==> config.mk <==
export PLATFORM = sky130hd
export DESIGN_NAME = result_uart_streamer_flat
export DESIGN_NICKNAME = d
export VERILOG_FILES = /design/src/rtl/result_uart_streamer_if.sv /design/src/rtl/result_uart_streamer.sv /design/src/flat_wrapper.sv
export SDC_FILE = /design/constraint.sdc
export NUM_CORES = 1
export LEC_CHECK = 0
export ABC_CLOCK_PERIOD_IN_PS = 4000
export BUFFER_PORTS_ARGS = -buffer_cell sky130_fd_sc_hd__buf_2
export CAP_MARGIN = 10
export CORE_ASPECT_RATIO = 2
export CORE_UTILIZATION = 30
export CTS_CLUSTER_SIZE = 40
export DETAILED_ROUTE_END_ITERATION = 7
export PLACE_DENSITY_LB_ADDON = 0.08
export REMOVE_ABC_BUFFERS = 1
export SLEW_MARGIN = 30
export SYNTH_ARGS = -nofsm -noshare
export SYNTH_HDL_FRONTEND = slang
export SYNTH_SLANG_ARGS = --single-unit
==> constraint.sdc <==
create_clock -name clk -period 4 [get_ports clk]
set_input_delay 1.2 -clock clk [delete_from_list [all_inputs] [get_ports clk]]
set_output_delay 1.2 -clock clk [all_outputs]
set_load 0.01 [all_outputs]
==> src/rtl/result_uart_streamer_if.sv <==
// Control, result-SRAM read port and UART status bundle for result_uart_streamer.
// The master modport is the streamer side; slave is the controller/memory/line side.
interface result_uart_streamer_if #(
  parameter int unsigned ADDR_W = 6
) ();
  logic              start;
  logic              mem_rd_en;
  logic [ADDR_W-1:0] mem_addr;
  logic [15:0]       mem_rdata;
  logic              uart_tx;
  logic              busy;
  logic              done;

  modport master (
    input  start, mem_rdata,
    output mem_rd_en, mem_addr, uart_tx, busy, done
  );

  modport slave (
    output start, mem_rdata,
    input  mem_rd_en, mem_addr, uart_tx, busy, done
  );
endinterface

==> src/rtl/result_uart_streamer.sv <==
// Dumps the result SRAM as 8N1 UART frames: a sync header, then hi/lo bytes per word.
// Each word is prefetched during the preceding frame so frames run back-to-back.
module result_uart_streamer #(
  parameter int unsigned CLKS_PER_BIT = 434,
  parameter int unsigned DEPTH        = 64,
  parameter int unsigned ADDR_W       = 6,
  parameter logic [7:0]  HDR_BYTE     = 8'hA5
) (
  input logic                    clk,
  input logic                    reset,
  result_uart_streamer_if.master bus
);

  localparam int unsigned       BAUD_W    = (CLKS_PER_BIT > 1) ? $clog2(CLKS_PER_BIT) : 1;
  localparam logic [BAUD_W-1:0] BAUD_LAST = BAUD_W'(CLKS_PER_BIT - 1);
  localparam logic [ADDR_W-1:0] IDX_LAST  = ADDR_W'(DEPTH - 1);

  typedef enum logic [1:0] {StIdle, StHdr, StHi, StLo} state_e;

  state_e            r_state, w_state_d;
  logic [BAUD_W-1:0] r_baud, w_baud_d;
  logic [3:0]        r_bit, w_bit_d;
  logic [7:0]        r_shift, w_shift_d;
  logic              r_tx, w_tx_d;
  logic              r_busy, w_busy_d;
  logic              r_done, w_done_d;
  logic              r_rd_en, w_rd_en_d;
  logic [ADDR_W-1:0] r_addr, w_addr_d;
  logic [ADDR_W-1:0] r_idx, w_idx_d;
  logic              r_rd_en_q;
  logic [15:0]       r_hold;

  always_ff @(posedge clk or posedge reset) begin
    if (reset) begin
      r_state <= StIdle;
      r_baud  <= '0;
      r_bit   <= '0;
      r_shift <= '0;
      r_tx    <= 1'b1;
      r_busy  <= 1'b0;
      r_done  <= 1'b0;
      r_rd_en <= 1'b0;
      r_addr  <= '0;
      r_idx   <= '0;
    end else begin
      r_state <= w_state_d;
      r_baud  <= w_baud_d;
      r_bit   <= w_bit_d;
      r_shift <= w_shift_d;
      r_tx    <= w_tx_d;
      r_busy  <= w_busy_d;
      r_done  <= w_done_d;
      r_rd_en <= w_rd_en_d;
      r_addr  <= w_addr_d;
      r_idx   <= w_idx_d;
    end
  end

  // SRAM data is valid one cycle after the strobe; capture it then.
  always_ff @(posedge clk or posedge reset) begin
    if (reset) begin
      r_rd_en_q <= 1'b0;
      r_hold    <= '0;
    end else begin
      r_rd_en_q <= r_rd_en;
      if (r_rd_en_q) r_hold <= bus.mem_rdata;
    end
  end

  always_comb begin
    w_state_d = r_state;
    w_baud_d  = r_baud;
    w_bit_d   = r_bit;
    w_shift_d = r_shift;
    w_tx_d    = r_tx;
    w_busy_d  = r_busy;
    w_done_d  = 1'b0;
    w_rd_en_d = 1'b0;
    w_addr_d  = r_addr;
    w_idx_d   = r_idx;

    if (r_state == StIdle) begin
      if (bus.start) begin
        w_state_d = StHdr;
        w_busy_d  = 1'b1;
        w_tx_d    = 1'b0;
        w_baud_d  = '0;
        w_bit_d   = '0;
        w_shift_d = HDR_BYTE;
        w_rd_en_d = 1'b1;
        w_addr_d  = '0;
        w_idx_d   = '0;
      end
    end else if (r_baud != BAUD_LAST) begin
      w_baud_d = r_baud + 1'b1;
    end else begin
      w_baud_d = '0;
      if (r_bit != 4'd9) begin
        // Entering bit r_bit+1: data bits 1..8 are LSB first, bit 9 is the stop bit.
        w_bit_d = r_bit + 4'd1;
        w_tx_d  = (r_bit == 4'd8) ? 1'b1 : r_shift[r_bit[2:0]];
      end else begin
        w_bit_d = '0;
        w_tx_d  = 1'b0;
        unique case (r_state)
          StHdr: begin
            w_state_d = StHi;
            w_shift_d = r_hold[15:8];
          end
          StHi: begin
            w_state_d = StLo;
            w_shift_d = r_hold[7:0];
            if (r_idx != IDX_LAST) begin
              w_rd_en_d = 1'b1;
              w_addr_d  = r_idx + 1'b1;
            end
          end
          StLo: begin
            if (r_idx == IDX_LAST) begin
              w_state_d = StIdle;
              w_busy_d  = 1'b0;
              w_done_d  = 1'b1;
              w_tx_d    = 1'b1;
            end else begin
              w_state_d = StHi;
              w_idx_d   = r_idx + 1'b1;
              w_shift_d = r_hold[15:8];
            end
          end
          default: w_state_d = StIdle;
        endcase
      end
    end
  end

  assign bus.mem_rd_en = r_rd_en;
  assign bus.mem_addr  = r_addr;
  assign bus.uart_tx   = r_tx;
  assign bus.busy      = r_busy;
  assign bus.done      = r_done;

endmodule

==> src/flat_wrapper.sv <==
// flat-port wrapper written by rule: the top's interface ports become plain ports
module result_uart_streamer_flat 
#(
  parameter int unsigned CLKS_PER_BIT = 434,
  parameter int unsigned DEPTH        = 64,
  parameter int unsigned ADDR_W       = 6,
  parameter logic [7:0]  HDR_BYTE     = 8'hA5
)
  (clk, reset, bus_start, bus_mem_rdata, bus_mem_rd_en, bus_mem_addr, bus_uart_tx, bus_busy, bus_done);
  result_uart_streamer_if #(.ADDR_W(ADDR_W)) bus_i ();
  input logic clk;
  input logic reset;
  input wire logic [$bits(bus_i.start)-1:0] bus_start;
  input wire logic [$bits(bus_i.mem_rdata)-1:0] bus_mem_rdata;
  output wire logic [$bits(bus_i.mem_rd_en)-1:0] bus_mem_rd_en;
  output wire logic [$bits(bus_i.mem_addr)-1:0] bus_mem_addr;
  output wire logic [$bits(bus_i.uart_tx)-1:0] bus_uart_tx;
  output wire logic [$bits(bus_i.busy)-1:0] bus_busy;
  output wire logic [$bits(bus_i.done)-1:0] bus_done;
  assign bus_i.start = bus_start;
  assign bus_i.mem_rdata = bus_mem_rdata;
  assign bus_mem_rd_en = bus_i.mem_rd_en;
  assign bus_mem_addr = bus_i.mem_addr;
  assign bus_uart_tx = bus_i.uart_tx;
  assign bus_busy = bus_i.busy;
  assign bus_done = bus_i.done;
  result_uart_streamer #(.CLKS_PER_BIT(CLKS_PER_BIT), .DEPTH(DEPTH), .ADDR_W(ADDR_W), .HDR_BYTE(HDR_BYTE)) u_core (.clk(clk), .reset(reset), .bus(bus_i));
endmodule
==> results.py <==
metrics = {
    "pwr": {
        "power_density_nw_per_um2": 337,
        "power_mw": 1.11,
        "peakVddDrop_mv": 0.277,
        "p_leak_nw": 1.46,
    },
    "critical_path": {
        "critPathMaxFanout": 14,
        "r2r_cells": 6,
        "critical_path_class": "flip-flop to flip-flop",
        "cp-end-kind": "flip-flop",
        "crit_path_start_kind": "flip-flop",
        "crit_required_ps": 4180,
        "worstPathArrival_ps": 2510,
    },
    "clock_network": {
        "clock_latency_ps": 300,
        "root_buffer": "clkbuf_16",
        "cts_resized": 0,
        "cts_buffers": 5,
        "cts_setup_buffers": 0,
        "hold_buffers": 0,
        "clkSinkCount": 56,
        "cts.clk_slew.worst_paths_ps": 80,
        "htree_levels": 2,
        "cts_tree": "built",
        "cts.path.max_buffers": 2,
    },
    "logic_synthesis": {
        "ys_top_cells_by_area": "dfrtp_1, mux2_2, mux2i_1, ha_1, nand2_1",
        "synth.distinct_cells": 49,
        "syn_avg_cell_area_um2": 11.1,
        "postSynthCellCount": 263,
        "async_reset_ff_share_pct": 100,
        "synth-edff-count": 0,
        "synth_top_area_share_pct": 47.1,
        "synth_compound_area_share_pct": 13.3,
        "synth_mux_area_share_pct": 16.3,
        "synth_top_area_cell": "dfrtp_1",
        "yosysSeqAreaShare_pct": 48.0,
        "ys.flop_type": "dfrtp_1",
        "synth_simple_gate_area_share_pct": 12.8,
        "yosys_warnings": 0,
        "yosys.area_share.adder_pct": 4.28,
        "netlist_area_um2": 2920,
        "synth_top_family_by_area": "multiplexers",
        "synthXorXnorAreaFrac_pct": 1.20,
        "ys_seq_elements": 56,
    },
    "final_layout": {
        "antenna_cells": 0,
        "fill_cells": 954,
        "stdcell_area_um2": 3310,
        "multi_input_area_um2": 1400,
        "layout-drive-gt1-share_pct": 23.5,
        "seq_area_um2": 1400,
        "fin_nets": 317,
        "area_growth_pct": 13.3,
        "finish.utilization_pct": 35.3,
    },
    "route": {
        "drtAntennaViolNets": 0,
        "wire_per_inst_um": 17.2,
        "drt-pass1-iter-count": 4,
        "drc_errors": 0,
        "wl_um": 6770,
        "vias": 2104,
        "via_per_inst": 5.35,
        "drt_iter0_drc": 63,
    },
    "die": {
        "die_w_um": 71.8,
        "core_um2": 9380,
        "rows": 50,
        "die_y_um": 142,
        "io_pins": 29,
        "start_util_pct": 31.1,
        "dieArea_um2": 10200,
    },
    "timing": {
        "maxSlewHeadroom_pct": 43.8,
        "period_share_pct": 58.4,
        "slew_viol_final": 0,
        "tightest_slew_ps": 843,
        "hold_viol": 0,
        "finalSetupTns_ps": 0,
        "timing.fmax_ghz": 0.428,
        "rsz0062_at_grt": "false",
        "fin_skew_ps": 9.68,
        "finalSetupViolations": 0,
        "period_needed_ps": 2340,
    },
    "place": {
        "hpwl_um": 4830,
        "io_buffers": 28,
        "place_area_um2": 3140,
        "routabilityCongestion": 0.745,
    },
    "status": {
        "status": "complete, no violations",
    },
    "grt": {
        "antenna_found_initial": 0,
        "grt_pass1_vias": 2303,
        "gr-total-overflow": 0,
        "grt_usage_pct": 14.8,
        "grt_start_max_net_pins": 57,
        "grt_pass1_wl_um": 11400,
    },
    "hold_path": {
        "min_path_cells": 0,
        "min_path_type": "flip-flop to flip-flop",
    },
    "flow_run": {
        "drv_cap": 0,
    },
}
routing by layer:
layer | global-route usage, % | part of all wire [%] | vias up
li1 | - | - | 1004
met1 | 14.9 | 37 | 1048
met2 | 28.6 | 57 | 41
met3 | 2.20 | 2.3 | 11
met4 | 7.02 | 3.1 | 0
met5 | 0 | 0 | -
cells in the mapped netlist, types with 2 or more instances:
cell type  instances
nand2_1           26
nor3_1             2
o22a_1             4
mux4_2             2
mux2_1             5
xor2_1             3
a211o_1            4
or3_1              2
a211oi_1           7
a22o_1             2
dfrtp_1           55
and4_1             4
a31oi_1            3
o21ai_0           14
and3_1             2
buf_2              3
a21oi_1            9
nand3_1           13
a21o_1             3
nor3b_1            2
clkbuf_1           6
mux2_2            20
buf_6              2
ha_1              10
mux2i_1           15
nor2_1            11
inv_1             12
where the power goes:
group | leakage [nW] | total (mW) | switching [mW] | internal (mW)
Clock | 0.0798 | 0.504 | 0.209 | 0.295
Sequential | 0.659 | 0.578 | 0.00388 | 0.574
Combinational | 0.726 | 0.0331 | 0.0181 | 0.0149
Total | 1.46 | 1.11 | 0.231 | 0.884
registers in the layout (all words and copies together), names as in the netlist:
signal                flops
u_core.bus.uart_tx        1
u_core.r_bit              4
u_core.bus.busy           1
u_core.bus.mem_addr       6
u_core.bus.mem_rd_en      1
u_core.r_hold            16
u_core.r_idx              6
u_core.r_rd_en_q          1
u_core.bus.done           1
u_core.r_state            2
u_core.r_shift            8
u_core.r_baud             9
stage by stage:
| step | worst slack [ps] | hold WS, ps | cells |
|---|---|---|---|
| floorplan | 1430 | 416 | 250 |
| global placement | 1600 | 374 | 385 |
| detailed placement | 1600 | 372 | 385 |
| CTS | 1630 | 404 | 393 |
| global route | 1520 | 407 | 393 |
| finish | 1660 | 389 | 393 |
cell families (layout without fill, tap and decap cells):
family          after synthesis  count (layout)
xor+xnor                      4               4
simple gates                 70              70
compound gates               55              55
flops                        56              56
mux                          42              42
buf+inv                      26              52
fa+ha+maj                    10              10
placed cells by master (no fill, tap or decap), drive strengths merged, types with 4 or more instances in the layout:
master  count
nand3      13
nor2       11
mux2i      15
o21ai      14
dfrtp      55
buf        31
inv        13
clkbuf      5
a21oi       9
a211oi      7
mux2       25
ha         10
o22a        4
and4        4
nand2      26
a211o       4
a31oi       4
final cells by class:
type	count	area share, %
Sequential cell	56	42.3
Clock buffer	5	3.78
Multi-Input combinational cell	181	42.3
Clock inverter	3	1.28
Timing Repair Buffer	31	4.91
Inverter	13	1.47
Tap cell	104	3.93
worst max-delay path, cell delays in order, from the launching register on:
cell and delay, ps:
dfrtp_1 380, inv_1 140, ha_1 570, inv_2 260, and4_1 230, a21o_1 290
mux2_1 340
path summary, 6_finish.rpt:
check,from,to,slack [ps]
hold reg to reg,u_core.bus.mem_rd_en,u_core.r_rd_en_q,390
hold / removal,u_core.bus.mem_rd_en,u_core.r_rd_en_q,390
max in group asynchronous,reset,u_core.r_shift[4],2390
setup / recovery,u_core.r_state[0],u_core.r_shift[7],1660
setup reg to reg,u_core.r_state[0],u_core.r_shift[7],1660
min in group asynchronous,reset,u_core.r_hold[10],1110
Power figures use the tool's default switching activity.
